### config.mk
export PLATFORM = sky130hd
export DESIGN_NAME = sync_fifo_param
export DESIGN_NICKNAME = d
export VERILOG_FILES = /design/src/rtl/fifo_pkg.sv /design/src/rtl/fifo_mem.sv /design/src/rtl/sync_fifo_param.sv
export SDC_FILE = /design/constraint.sdc
export NUM_CORES = 1
export LEC_CHECK = 0
export ABC_AREA = 1
export CAP_MARGIN = 20
export CORE_MARGIN = 3
export CORE_UTILIZATION = 45
export DETAILED_ROUTE_END_ITERATION = 8
export PLACE_DENSITY_LB_ADDON = 0.25
export SLEW_MARGIN = 40
export SYNTH_ARGS = -nofsm -noshare
export SYNTH_HDL_FRONTEND = slang
export SYNTH_SLANG_ARGS = --single-unit
### constraint.sdc
create_clock -name Clk -period 3 [get_ports Clk]
set_input_delay 0.45 -clock Clk [delete_from_list [all_inputs] [get_ports Clk]]
set_output_delay 0.45 -clock Clk [all_outputs]
set_load 0.05 [all_outputs]
### src/rtl/fifo_pkg.sv
// Shared types and elaboration-time helpers for the parametrised synchronous FIFO.
// Imported by fifo_mem and sync_fifo_param.
package fifo_pkg;

    typedef enum logic {
        FIFO_STD  = 1'b0,
        FIFO_FWFT = 1'b1
    } fifo_mode_e;

    typedef struct packed {
        logic full;
        logic empty;
        logic almost_full;
        logic almost_empty;
    } fifo_flags_t;

    // Pointer width for a power-of-two depth; Count is one bit wider to hold Depth itself.
    function automatic int clog2_depth(input int depth);
        int w;
        w = 0;
        while ((1 << w) < depth) begin
            w++;
        end
        return w;
    endfunction

    function automatic bit is_pow2(input int value);
        return (value > 0) && ((value & (value - 1)) == 0);
    endfunction

    function automatic bit depth_legal(input int depth);
        return is_pow2(depth) && (depth >= 4);
    endfunction

    function automatic bit thresholds_legal(input int depth, input int af_thr, input int ae_thr);
        return (af_thr >= 1) && (af_thr <= depth) && (ae_thr >= 0) && (ae_thr <= depth - 1);
    endfunction

    function automatic fifo_flags_t flags_for(input int count, input int depth,
                                              input int af_thr, input int ae_thr);
        fifo_flags_t f;
        f.full         = (count == depth);
        f.empty        = (count == 0);
        f.almost_full  = (count >= af_thr);
        f.almost_empty = (count <= ae_thr);
        return f;
    endfunction

endpackage

### src/rtl/fifo_mem.sv
// Dual-port storage array for sync_fifo_param: synchronous write port and
// combinational (asynchronous) read port.
module fifo_mem
    import fifo_pkg::*;
#(
    parameter int DataSize = 8,
    parameter int Depth    = 16,
    localparam int AddrW   = clog2_depth(Depth)
) (
    input  logic                clk,
    input  logic                wr_en,
    input  logic [AddrW-1:0]    wr_addr,
    input  logic [DataSize-1:0] wr_data,
    input  logic [AddrW-1:0]    rd_addr,
    output logic [DataSize-1:0] rd_data
);

    logic [DataSize-1:0] mem [Depth];

    // NOTE: storage deliberately has no reset; the pointers and Count define which
    // entries are valid, so resetting the array would only cost routing and enables.
    always_ff @(posedge clk) begin
        if (wr_en) begin
            mem[wr_addr] <= wr_data;
        end
    end

    assign rd_data = mem[rd_addr];

endmodule

### src/rtl/sync_fifo_param.sv
// Single-clock FIFO with standard or first-word-fall-through read mode, programmable
// almost-full/almost-empty thresholds, occupancy count and sticky error flags.
module sync_fifo_param
    import fifo_pkg::*;
#(
    parameter int         DataSize       = 8,
    parameter int         Depth          = 16,
    parameter int         AlmostFullThr  = 14,
    parameter int         AlmostEmptyThr = 2,
    parameter fifo_mode_e Mode           = FIFO_STD
) (
    input  logic                         Clk,
    input  logic                         Resetn,
    input  logic                         Push,
    input  logic [DataSize-1:0]          DataIn,
    input  logic                         Pop,
    output logic [DataSize-1:0]          DataOut,
    output logic                         full,
    output logic                         empty,
    output logic                         almost_full,
    output logic                         almost_empty,
    output logic [clog2_depth(Depth):0]  Count,
    output logic                         overflow,
    output logic                         underflow,
    input  logic                         ClrErr
);

    localparam int PtrW = clog2_depth(Depth);
    localparam int CntW = PtrW + 1;
    localparam fifo_flags_t ResetFlags = flags_for(0, Depth, AlmostFullThr, AlmostEmptyThr);

    if (DataSize < 1) begin : g_bad_width
        $error("sync_fifo_param: DataSize must be at least 1");
    end
    if (!depth_legal(Depth)) begin : g_bad_depth
        $error("sync_fifo_param: Depth must be a power of two and at least 4");
    end
    if (!thresholds_legal(Depth, AlmostFullThr, AlmostEmptyThr)) begin : g_bad_thr
        $error("sync_fifo_param: almost-full/almost-empty thresholds out of range");
    end

    logic [PtrW-1:0]     wr_ptr;
    logic [PtrW-1:0]     rd_ptr;
    logic [CntW-1:0]     count_q;
    logic [CntW-1:0]     count_next;
    fifo_flags_t         flags_q;
    fifo_flags_t         flags_next;
    logic                wr_en;
    logic                rd_en;
    logic [DataSize-1:0] rd_data;

    // A full FIFO still accepts a push when a pop frees the head slot in the same cycle.
    assign wr_en      = Push && (!flags_q.full || Pop);
    assign rd_en      = Pop && !flags_q.empty;
    assign count_next = count_q + CntW'(wr_en) - CntW'(rd_en);
    assign flags_next = flags_for(int'(count_next), Depth, AlmostFullThr, AlmostEmptyThr);

    fifo_mem #(
        .DataSize (DataSize),
        .Depth    (Depth)
    ) u_mem (
        .clk     (Clk),
        .wr_en   (wr_en),
        .wr_addr (wr_ptr),
        .wr_data (DataIn),
        .rd_addr (rd_ptr),
        .rd_data (rd_data)
    );

    // NOTE: all state below uses non-blocking assignments so every register samples
    // the pre-edge values of the others, independent of statement order.
    always_ff @(posedge Clk or negedge Resetn) begin
        if (!Resetn) begin
            wr_ptr  <= '0;
            rd_ptr  <= '0;
            count_q <= '0;
            flags_q <= ResetFlags;
        end else begin
            if (wr_en) begin
                wr_ptr <= wr_ptr + PtrW'(1);
            end
            if (rd_en) begin
                rd_ptr <= rd_ptr + PtrW'(1);
            end
            count_q <= count_next;
            flags_q <= flags_next;
        end
    end

    // A new error in the same cycle as ClrErr leaves the flag set.
    always_ff @(posedge Clk or negedge Resetn) begin
        if (!Resetn) begin
            overflow  <= 1'b0;
            underflow <= 1'b0;
        end else begin
            if (Push && !wr_en) begin
                overflow <= 1'b1;
            end else if (ClrErr) begin
                overflow <= 1'b0;
            end
            if (Pop && !rd_en) begin
                underflow <= 1'b1;
            end else if (ClrErr) begin
                underflow <= 1'b0;
            end
        end
    end

    if (Mode == FIFO_STD) begin : g_std
        logic [DataSize-1:0] dout_q;

        always_ff @(posedge Clk or negedge Resetn) begin
            if (!Resetn) begin
                dout_q <= '0;
            end else if (rd_en) begin
                dout_q <= rd_data;
            end
        end

        assign DataOut = dout_q;
    end else begin : g_fwft
        // Head word is shown directly; forced to zero while empty so reset reads as 0.
        assign DataOut = flags_q.empty ? '0 : rd_data;
    end

    assign Count        = count_q;
    assign full         = flags_q.full;
    assign empty        = flags_q.empty;
    assign almost_full  = flags_q.almost_full;
    assign almost_empty = flags_q.almost_empty;

endmodule

==> impl_summary.log, run 1 <==
[metrics] run status: finished, final reports clean
[metrics] fill count: 1156
[metrics] category of the worst setup path capture point: flip-flop
[metrics] hold path startpoint: DataOut[7]
[metrics] CP max stage delay: 0.48 ns
[metrics] worst-case clock buffer depth: 2
[metrics] cell count after synthesis: 562
[metrics] launching instance or port of the critical path: Pop
[metrics] Worst path top cell family by delay: adder cells
[metrics] area growth from synthesis to layout: 17.3%
[metrics] register bit count reported by yosys: 155
[metrics] netlist area before placement: 0.00640 mm²
[metrics] maximum clock skew at final layout: 0.00674 ns
[metrics] width of the chip: 125 µm
[metrics] final antenna diode count: 0
[metrics] Period minus WS final: 2.37 ns
[metrics] count of unique library cells instantiated by Yosys: 21
[metrics] mean cell area of the mapped netlist: 11.4 µm²
[metrics] worst min-delay path class: reg2reg
[metrics] actual slew at the worst max-slew pin: 0.816 ns
[metrics] syn_nets: 586
[metrics] max-cap check violation count: 0
[metrics] power density of the placed cells: 1090 mW/mm²
[metrics] final sum of negative setup slack: 0 ns
[metrics] DR WL/cell: 17.9 µm
[metrics] RSZ-0062 raised after global routing: false
[metrics] Layout Cells excl Fill: 795
[metrics] sequential fraction of the synthesis area: 0.707
[metrics] series of cell instances along the critical path: clkdlybuf4s50_1, inv_1, nand2_1, nand2_1, ha_1, inv_1, ha_1, fa_1, nand3_1, nand2_1, xor2_1, inv_1, nor2_1
[metrics] overall track demand over capacity in global routing: 0.190
[metrics] required time at the endpoint of the critical path: 3.36 ns
[metrics] CTS root buffer: sky130_fd_sc_hd__clkbuf_16
[metrics] floorplan die height: 125 µm
[metrics] number of clock buffers inserted by TritonCTS: 17
[metrics] number of nets with antenna violations after detailed routing: 0
[metrics] maximum fanout along the worst path: 4
[metrics] DP Wirelength: 8990 µm
[metrics] Syn. warnings: 0
[metrics] layout cell share with drive strength beyond 1: 0.0856
[metrics] final-stage net count: 631
[metrics] number of I/O pins: 32
[metrics] startpoint of the lowest-slack register-to-register path: full
[metrics] total via count after detailed routing: 4186
[metrics] vias in the first global route: 4104
[metrics] sequential cell area: 0.00452 mm²
[metrics] WL met3: 1120 µm
[metrics] post-route met1 wirelength: 6390 µm
[metrics] highest-count cells in the layout ignoring fill and taps: 211 x sky130_fd_sc_hd__nand2_1, 128 x sky130_fd_sc_hd__edfxtp_1, 100 x sky130_fd_sc_hd__nand3_1
[metrics] starting DRC count in detailed routing: 350
[metrics] Final Hold Fails: 0
[metrics] worst vdd ir: 0.483 mV
[metrics] leading cell type in the layout, fill and taps excluded: sky130_fd_sc_hd__nand2_1
[metrics] depth of the CTS H-tree: 4
[metrics] placed cell count: 763
[metrics] total wirelength of the detailed-routed design: 14300 µm
[metrics] pin count of the biggest net entering global routing: 68
[metrics] kind of start point of the critical path: input pin
[metrics] Buf/Inv on CP: 4
[metrics] grt total ovfl: 0
[metrics] IO buf count: 31
[metrics] metal2 WL: 6550 µm
[metrics] first-pass iteration count of the detailed router: 5
[metrics] final RePlAce weighted congestion: 0.871
[metrics] critical path arrival: 2.73 ns
[metrics] clock insertion delay at the later pin of the skew report: 0.42 ns
[metrics] path type of the worst setup path: in2reg
[metrics] achievable clock frequency: 421 MHz
[metrics] clock tree from TritonCTS: built
[metrics] final setup violating endpoints: 0
[metrics] Num Clock Sinks: 155
[metrics] DRC violation count after routing: 0
[metrics] Final period util: 0.791
[metrics] cell at the slowest stage of the critical path: sky130_fd_sc_hd__clkdlybuf4s50_1
[metrics] Placement Rows: 42
[metrics] relative slew slack: 0.454
[metrics] placeable core area: 0.0136 mm²
[metrics] final max-slew violation count: 0
[metrics] number of setup buffers added after CTS: 0
[metrics] reported leakage power: 2.95 nW
[metrics] Initial Util: 0.472
[metrics] Die Area: 0.0157 mm²
[metrics] Reg clk slew, reported paths: 0.06 ns
[metrics] first-pass GRT wire length: 22600 µm
[metrics] detailed-route vias per instance: 5.27
[metrics] initial antenna violation count: 0
[metrics] multi-input combinational cell area: 0.00165 mm²
[metrics] top sig layer: met4
Yosys cell counts, drive strengths merged:
master	number	area share
nand2	211	0.12
edfxtp	128	0.60
nand3	100	0.078
dfrtp	25	0.098
buf	21	0.021
nor2	20	0.012
inv	18	0.011
ha	10	0.020
xor2	10	0.014
clkbuf	4	0.0023
o21ai	4	0.0031
a21oi	3	0.0023
clkinv	2	0.0012
dfstp	2	0.0082
nand4	2	0.0020
fa	1	0.0031
nor3	1	0.00078
timing repair:
| item | CTS | global route |
|---|---|---|
| hold buffers | 1 | 0 |
| endpoints found under the hold margin | 19 | 0 |
| resized for setup | 0 | 0 |
worst paths after layout:
kind	slack (ns)	cells past startpoint	to
max	0.63	13	empty
max reg2reg	0.78	11	empty
min reg2reg	0.48	2	DataOut[7]
min in group asynchronous	0.56	2	almost_full
min	0.48	2	DataOut[7]
max in group asynchronous	1.96	3	Count[0]
power breakdown:
part | leakage [nW] | internal (W) | switching, W
registers | 1.48 | 0.00271 | 0.000168
clock network | 0.272 | 0.00130 | 0.000812
logic | 1.20 | 0.000947 | 0.00223
total | 2.95 | 0.00496 | 0.00321
worst min-delay path: stages (launching register included):
cell,delay (ns)
sky130_fd_sc_hd__dfrtp_1,0.34
sky130_fd_sc_hd__nand2_1,0.05
sky130_fd_sc_hd__nand2_1,0.05
through the flow:
stage          hold WS, ns  utilization  instance area, µm²  setup slack [ns]  power [W]
6_report             0.481        0.554                7510             0.627    0.00817
5_1_grt              0.497        0.554                7510             0.371    0.00867
4_1_cts              0.485        0.554                7510             0.638    0.00819
3_5_place_dp         0.441        0.510                6920             0.227    0.00607
3_3_place_gp         0.463        0.511                6920             0.283    0.00602
2_1_floorplan        0.154            -                6400             0.498    0.00514
registers in the layout (all words and copies together) (netlist names):
| register | flops |
|---|---|
| underflow | 1 |
| full | 1 |
| u_mem.mem | 128 |
| almost_full | 1 |
| overflow | 1 |
| DataOut | 8 |
| wr_ptr | 4 |
| empty | 1 |
| almost_empty | 1 |
| rd_ptr | 4 |
| Count | 5 |
layer usage:
layer  up-vias  track usage
li1       2001            -
met1      1999        0.273
met2       169        0.284
met3        17       0.0533
met4         0       0.0587
met5         -            0
layout make-up:
type | count | area share
repair buffers | 51 | 0.0603
clock buffers | 20 | 0.0582
inverters | 20 | 0.0100
multi-input cells | 362 | 0.220
clock inverters | 11 | 0.0197
well taps | 176 | 0.0293
flip-flops and latches | 155 | 0.602
kinds of logic after synthesis:
logic type                 after synthesis  synth area share
xor gates and xnor gates                10            0.0137
DFF                                    155             0.707
and+or+nand+nor                        334             0.216
AOI/OAI and AO/OA                        7           0.00547
buffers and inverters                   45            0.0350
adders and majority gates               11            0.0227
No activity file was read; power rests on OpenSTA's default activity.
==> run 2: changes to the inputs <==
- clock period: 3 -> 2.1 ns (I/O delays scaled with it)
==> run 2 against run 1 <==
Compared with the run above: register-to-register slack worse by 0.73 ns; wire length down 2.4%; final cell count up 2.0%; via count up 0.93%; critical path depth down 12; combinational power up 58%; global-route usage down 0.22 points; largest power group unchanged; first-iteration DRC count up 6.3%; clock-buffer cell count up 8; cell area up 3.0%; clock skew up 0.0025 ns; worst setup slack worse by 0.60 ns.
==> impl_summary.log, run 2 (synthesized netlist as in run 1, its figures left out) <==
[metrics] final RePlAce weighted congestion: 0.783 (-10%)
[metrics] initial antenna violation count: 0 (unchanged)
[metrics] worst-case hold path end point: underflow
[metrics] DR WL/cell: 17.2 µm (-4.3%)
[metrics] final antenna diode count: 0 (unchanged)
[metrics] run status: finished, final reports clean
[metrics] cell at the slowest stage of the critical path: sky130_fd_sc_hd__clkdlybuf4s50_1
[metrics] overall track demand over capacity in global routing: 0.188 (-0.00225)
[metrics] GR Util met2: 0.303 (+0.0193)
[metrics] total via count after detailed routing: 4225 (+0.93%)
[metrics] maximum clock skew at final layout: 0.00928 ns (+0.00254 ns)
[metrics] IO buf count: 31 (unchanged)
[metrics] relative slew slack: 0.595 (+0.141)
[metrics] power density of the placed cells: 1560 mW/mm² (+43%)
[metrics] Initial Util: 0.472 (unchanged)
[metrics] Reg clk slew, reported paths: 0.06 ns (about the same)
[metrics] DP Wirelength: 8990 µm (about the same)
[metrics] first-pass GRT wire length: 22700 µm (+0.37%)
[metrics] series of cell instances along the critical path: clkdlybuf4s50_1
[metrics] worst vdd ir: 0.724 mV (+50%)
[metrics] RSZ-0062 raised after global routing: true
[metrics] floorplan die height: 125 µm (unchanged)
[metrics] number of cells on the worst reg-to-reg path: 10 (-1)
[metrics] kind of start point of the critical path: flip-flop
[metrics] final-stage net count: 646 (+2.4%)
[metrics] Num Clock Sinks: 155 (unchanged)
[metrics] hold slack final: 0.166 ns (-0.315 ns)
[metrics] depth of the CTS H-tree: 4 (unchanged)
[metrics] category of the worst setup path capture point: primary output
[metrics] flip-flop count of the largest register after layout: 128 (unchanged)
[metrics] Final period util: 0.986
[metrics] worst-case clock buffer depth: 2 (unchanged)
[metrics] clock tree from TritonCTS: built
[metrics] vias in the first global route: 4181 (+1.9%)
[metrics] CP max stage delay: 0.81 ns (+0.33 ns)
[metrics] first-pass iteration count of the detailed router: 6 (+1)
[metrics] Die Area: 0.0157 mm² (unchanged)
[metrics] Top Usage Layer GRT: met2
[metrics] met1 capacity usage during global routing: 0.254 (-0.0196)
[metrics] DRC violation count after routing: 0 (unchanged)
[metrics] core utilization of the finished layout: 0.571 (+0.0169)
[metrics] critical path arrival: 1.75 ns (-0.98 ns)
[metrics] clock insertion delay at the later pin of the skew report: 0.42 ns (about the same)
[metrics] starting DRC count in detailed routing: 372 (+6.3%)
[metrics] hold path startpoint: Pop
[metrics] number of nets with antenna violations after detailed routing: 0 (unchanged)
[metrics] reported leakage power: 3.07 nW (+4.1%)
[metrics] worst min-delay path class: in2reg
[metrics] achievable clock frequency: 483 MHz
[metrics] Period minus WS final: 2.07 ns
[metrics] placeable core area: 0.0136 mm² (unchanged)
[metrics] required time at the endpoint of the critical path: 1.78 ns (-1.58 ns)
[metrics] most flop-heavy register: u_mem.mem
[metrics] width of the chip: 125 µm (unchanged)
[metrics] final setup violating endpoints: 0 (unchanged)
[metrics] area growth from synthesis to layout: 20.9%
[metrics] leading cell type in the layout, fill and taps excluded: sky130_fd_sc_hd__nand2_1
[metrics] Placement Rows: 42 (unchanged)
[metrics] startpoint of the lowest-slack register-to-register path: empty
[metrics] layout cell share with drive strength beyond 1: 0.124 (+0.0388)
[metrics] path type of the worst setup path: reg2out
[metrics] highest-count cells in the layout ignoring fill and taps: 209 x sky130_fd_sc_hd__nand2_1, 128 x sky130_fd_sc_hd__edfxtp_1, 99 x sky130_fd_sc_hd__nand3_1
[metrics] endpoint of the most critical register-to-register path: almost_empty
[metrics] overall power consumption: 0.0121 W (+48%)
[metrics] final sum of negative setup slack: 0 ns (unchanged)
[metrics] Final Hold Fails: 0 (unchanged)
[metrics] Worst path top cell family by delay: buffers and inverters
[metrics] CTS root buffer: sky130_fd_sc_hd__clkbuf_16
[metrics] pin count of the biggest net entering global routing: 49 (-28%)
[metrics] number of clock buffers inserted by TritonCTS: 17 (unchanged)
[metrics] total of hold buffers inserted after clock tree synthesis: 0 (-1)
[metrics] Buf/Inv on CP: 1 (-3)
[metrics] number of I/O pins: 32 (unchanged)
[metrics] final max-slew violation count: 0 (unchanged)
[metrics] max-cap check violation count: 0 (unchanged)
[metrics] internal reg-to-reg setup slack: 0.05 ns (-0.73 ns)
[metrics] grt met3 use: 0.0405 (-0.0128)
[metrics] grt total ovfl: 0 (unchanged)
[metrics] worst hold path cell count: 3 (+1)
[metrics] maximum fanout along the worst path: 1 (-3)
[metrics] detailed-route vias per instance: 5.21 (-1.1%)
[metrics] fill count: 1121 (-3.0%)
[metrics] actual slew at the worst max-slew pin: 0.606 ns (-0.210 ns)
[metrics] total wirelength of the detailed-routed design: 13900 µm (-2.4%)
run 2: cell count changes in the layout (fill, tap and decap cells not counted), sizes merged, moves of 3 or more:
cell	delta
bufinv	-3
clkbuf	+8
buf	+14
clkinvlp	-4
run 2: final cells by class:
type                    instances  area, µm²  area share
clock buffers                  28        549      0.0710
clock inverters                 4       25.0     0.00323
inverters                      20       75.1     0.00970
multi-input cells             362       1730       0.224
flip-flops and latches        155       4520       0.585
well taps                     176        220      0.0285
repair buffers                 66        612      0.0791
run 2: repair_timing:
action | in CTS | in global routing
pin swaps | 0 | 7
setup endpoints to repair | 1 | 3
buffers inserted | 0 | 2
gates resized for setup | 1 | 6
run 2: worst max-delay path by stage:
stage	startpoint	endpoint	slack (ns)	cells past startpoint
4_1_cts	almost_empty	almost_empty	0.01	1
3_5_place_dp	Pop	empty	-0.41	12
2_1_floorplan	empty	empty	-0.19	10
3_3_place_gp	Pop	empty	-0.35	12
5_1_grt	empty	almost_empty	-0.04	10
6_report	almost_empty	almost_empty	0.03	1
run 2: stage by stage:
stage,setup WS (ns),instance area [µm²],instances
final,0.0302,7740,811
after global routing,-0.0372,7740,811
after CTS,0.0143,7700,809
after detailed placement,-0.411,7120,777
after global placement,-0.345,7120,777
after floorplan,-0.190,6460,562
run 2: power breakdown:
group          internal (W)  leakage, nW  switching, W
clock network       0.00178        0.285       0.00114
registers           0.00388         1.48      0.000256
logic               0.00167         1.30       0.00333
total               0.00733         3.07       0.00473
run 2: routing by layer:
layer / wire, µm / part of all wire / vias up
li1: - / - / 2030
met1: 6140 / 0.44 / 2076
met2: 6890 / 0.49 / 102
met3: 663 / 0.048 / 17
met4: 234 / 0.017 / 0
met5: 0 / 0 / -
==> run 3: changes to the inputs <==
- REMOVE_ABC_BUFFERS: not set -> 1
==> run 3 against run 2 <==
Compared with the run above: flip-flop and latch count did not move; register-to-register slack lost 0.03 ns; critical path depth up 8; fmax fell by 0.28%; power rose by 0.41%; non-clock buffer count grew 2; sequential power hardly changed; clock skew is 0.0014 ns lower; clock-buffer cell count shrank 8; hold slack about the same.
==> impl_summary.log, run 3 (synthesized netlist as in run 1, its figures left out) <==
[metrics] overall track demand over capacity in global routing: 0.193 (+0.00516)
[metrics] IO buf count: 31 (unchanged)
[metrics] number of nets with antenna violations after detailed routing: 0 (unchanged)
[metrics] final max-slew violation count: 0 (unchanged)
[metrics] Num Clock Sinks: 155 (unchanged)
[metrics] critical path arrival: 2.42 ns (+0.67 ns)
[metrics] grt total ovfl: 0 (unchanged)
[metrics] number of clock buffers inserted by TritonCTS: 17 (unchanged)
[metrics] fill count: 1150 (+2.6%)
[metrics] CTS root buffer: sky130_fd_sc_hd__clkbuf_16
[metrics] starting DRC count in detailed routing: 300 (-19%)
[metrics] category of the worst setup path capture point: flip-flop
[metrics] hold slack final: 0.166 ns (-0.000197 ns)
[metrics] Period minus WS final: 2.08 ns (+0.00586 ns)
[metrics] final antenna diode count: 0 (unchanged)
[metrics] max-cap check violation count: 0 (unchanged)
[metrics] power density of the placed cells: 1570 mW/mm² (+0.98%)
[metrics] reported leakage power: 3.06 nW (-0.48%)
[metrics] highest-count cells in the layout ignoring fill and taps: 210 x sky130_fd_sc_hd__nand2_1, 128 x sky130_fd_sc_hd__edfxtp_1, 99 x sky130_fd_sc_hd__nand3_1
[metrics] flip-flop count of the largest register after layout: 128 (unchanged)
[metrics] placed cell count: 777 (unchanged)
[metrics] final setup violating endpoints: 0 (unchanged)
[metrics] clock tree from TritonCTS: built
[metrics] DRC violation count after routing: 0 (unchanged)
[metrics] maximum fanout along the worst path: 4 (+3)
[metrics] run status: finished, final reports clean
[metrics] achievable clock frequency: 482 MHz (-0.28%)
[metrics] worst-case clock buffer depth: 2 (unchanged)
[metrics] number of I/O pins: 32 (unchanged)
[metrics] Final period util: 0.988 (+0.00279)
[metrics] final-stage net count: 648 (+0.31%)
[metrics] actual slew at the worst max-slew pin: 0.624 ns (+0.0176 ns)
[metrics] maximum clock skew at final layout: 0.00790 ns (-0.00137 ns)
[metrics] relative slew slack: 0.583 (-0.0118)
[metrics] Placement Rows: 42 (unchanged)
[metrics] worst vdd ir: 0.665 mV (-8.1%)
[metrics] required time at the endpoint of the critical path: 2.44 ns (+0.66 ns)
[metrics] depth of the CTS H-tree: 4 (unchanged)
[metrics] Reg clk slew, reported paths: 0.06 ns (about the same)
[metrics] most flop-heavy register: u_mem.mem
[metrics] kind of start point of the critical path: flip-flop
[metrics] vias in the first global route: 4299 (+2.8%)
[metrics] detailed-route vias per instance: 5.25 (+0.80%)
[metrics] DP Wirelength: 9100 µm (+1.2%)
[metrics] RSZ-0062 raised after global routing: true
[metrics] pin count of the biggest net entering global routing: 52 (+6.1%)
[metrics] first-pass GRT wire length: 23300 µm (+2.7%)
[metrics] clock insertion delay at the later pin of the skew report: 0.42 ns (about the same)
[metrics] Layout Cells excl Fill: 812 (+0.12%)
[metrics] total of hold buffers inserted after clock tree synthesis: 0 (unchanged)
[metrics] first-pass iteration count of the detailed router: 5 (-1)
[metrics] Final Hold Fails: 0 (unchanged)
[metrics] DR WL/cell: 17.6 µm (+2.3%)
[metrics] leading cell type in the layout, fill and taps excluded: sky130_fd_sc_hd__nand2_1
[metrics] initial antenna violation count: 0 (unchanged)
[metrics] Initial Util: 0.472 (unchanged)
[metrics] final RePlAce weighted congestion: 0.860 (+9.9%)
[metrics] total wirelength of the detailed-routed design: 14300 µm (+2.4%)
[metrics] floorplan die height: 125 µm (unchanged)
[metrics] path type of the worst setup path: reg2reg
[metrics] area growth from synthesis to layout: 20.2%
[metrics] Die Area: 0.0157 mm² (unchanged)
[metrics] width of the chip: 125 µm (unchanged)
[metrics] placeable core area: 0.0136 mm² (unchanged)
[metrics] worst min-delay path class: in2reg
[metrics] layout cell share with drive strength beyond 1: 0.121 (-0.00334)
[metrics] total via count after detailed routing: 4264 (+0.92%)
run 3: worst paths after layout:
check                            from            to  slack (ns)  depth (start not counted)
max                             empty         empty        0.02                          9
min                               Pop     underflow        0.17                          3
max reg2reg                     empty         empty        0.02                          9
min reg2reg                DataOut[7]    DataOut[7]        0.48                          2
max in group asynchronous      Resetn  almost_empty        1.50                          2
min in group asynchronous      Resetn     underflow        0.30                          2
run 3: through the flow:
step	setup TNS, ns	utilization	power, W	worst slack (ns)	cell area, µm²
global placement	-2.22	0.520	0.00885	-0.438	7050
detailed placement	-2.82	0.520	0.00896	-0.552	7050
global route	-0.102	0.567	0.0129	-0.0496	7690
CTS	-0.0406	0.565	0.0120	-0.0301	7660
finish	0	0.567	0.0121	0.0243	7690
floorplan	-6.25	-	0.00713	-0.565	6250
run 3: per-layer routing:
| layer | vias up | track usage | wire, µm |
|---|---|---|---|
| li1 | 2027 | - | - |
| met1 | 2114 | 0.264 | 6410 |
| met2 | 106 | 0.302 | 6850 |
| met3 | 17 | 0.0499 | 797 |
| met4 | 0 | 0.0663 | 204 |
| met5 | - | 0 | 0 |
run 3: worst max-delay path: stages, from the launching register on:
cell and delay (ns):
sky130_fd_sc_hd__dfstp_2 0.54, sky130_fd_sc_hd__nor2_2 0.04, sky130_fd_sc_hd__ha_1 0.29, sky130_fd_sc_hd__inv_2 0.05, sky130_fd_sc_hd__ha_4 0.15, sky130_fd_sc_hd__fa_2 0.39, sky130_fd_sc_hd__xor2_4 0.18, sky130_fd_sc_hd__nor3_2 0.17
sky130_fd_sc_hd__nand2_1 0.10, sky130_fd_sc_hd__nor2_1 0.11
run 3: layout make-up:
cell class                      instances  area (µm²)  share of cell area
Timing Repair Buffer                   68         614              0.0799
Sequential cell                       155        4520               0.588
Inverter                               20        75.1             0.00976
Clock buffer                           20         437              0.0568
Tap cell                              176         220              0.0286
Multi-Input combinational cell        362        1720               0.224
Clock inverter                         11         104              0.0135
run 3: power by group:
group	internal, W	switching [W]	leakage [nW]
sequential	0.00388	0.000234	1.48
clock	0.00171	0.00110	0.266
combinational	0.00176	0.00342	1.31
total	0.00735	0.00475	3.06
run 3: repair_timing:
item,4_1_cts,5_1_grt
setup buffers,3,1
pin swaps,8,6
resized for setup,10,6
endpoints found under the hold margin,0,0
endpoints found under the setup margin,6,5
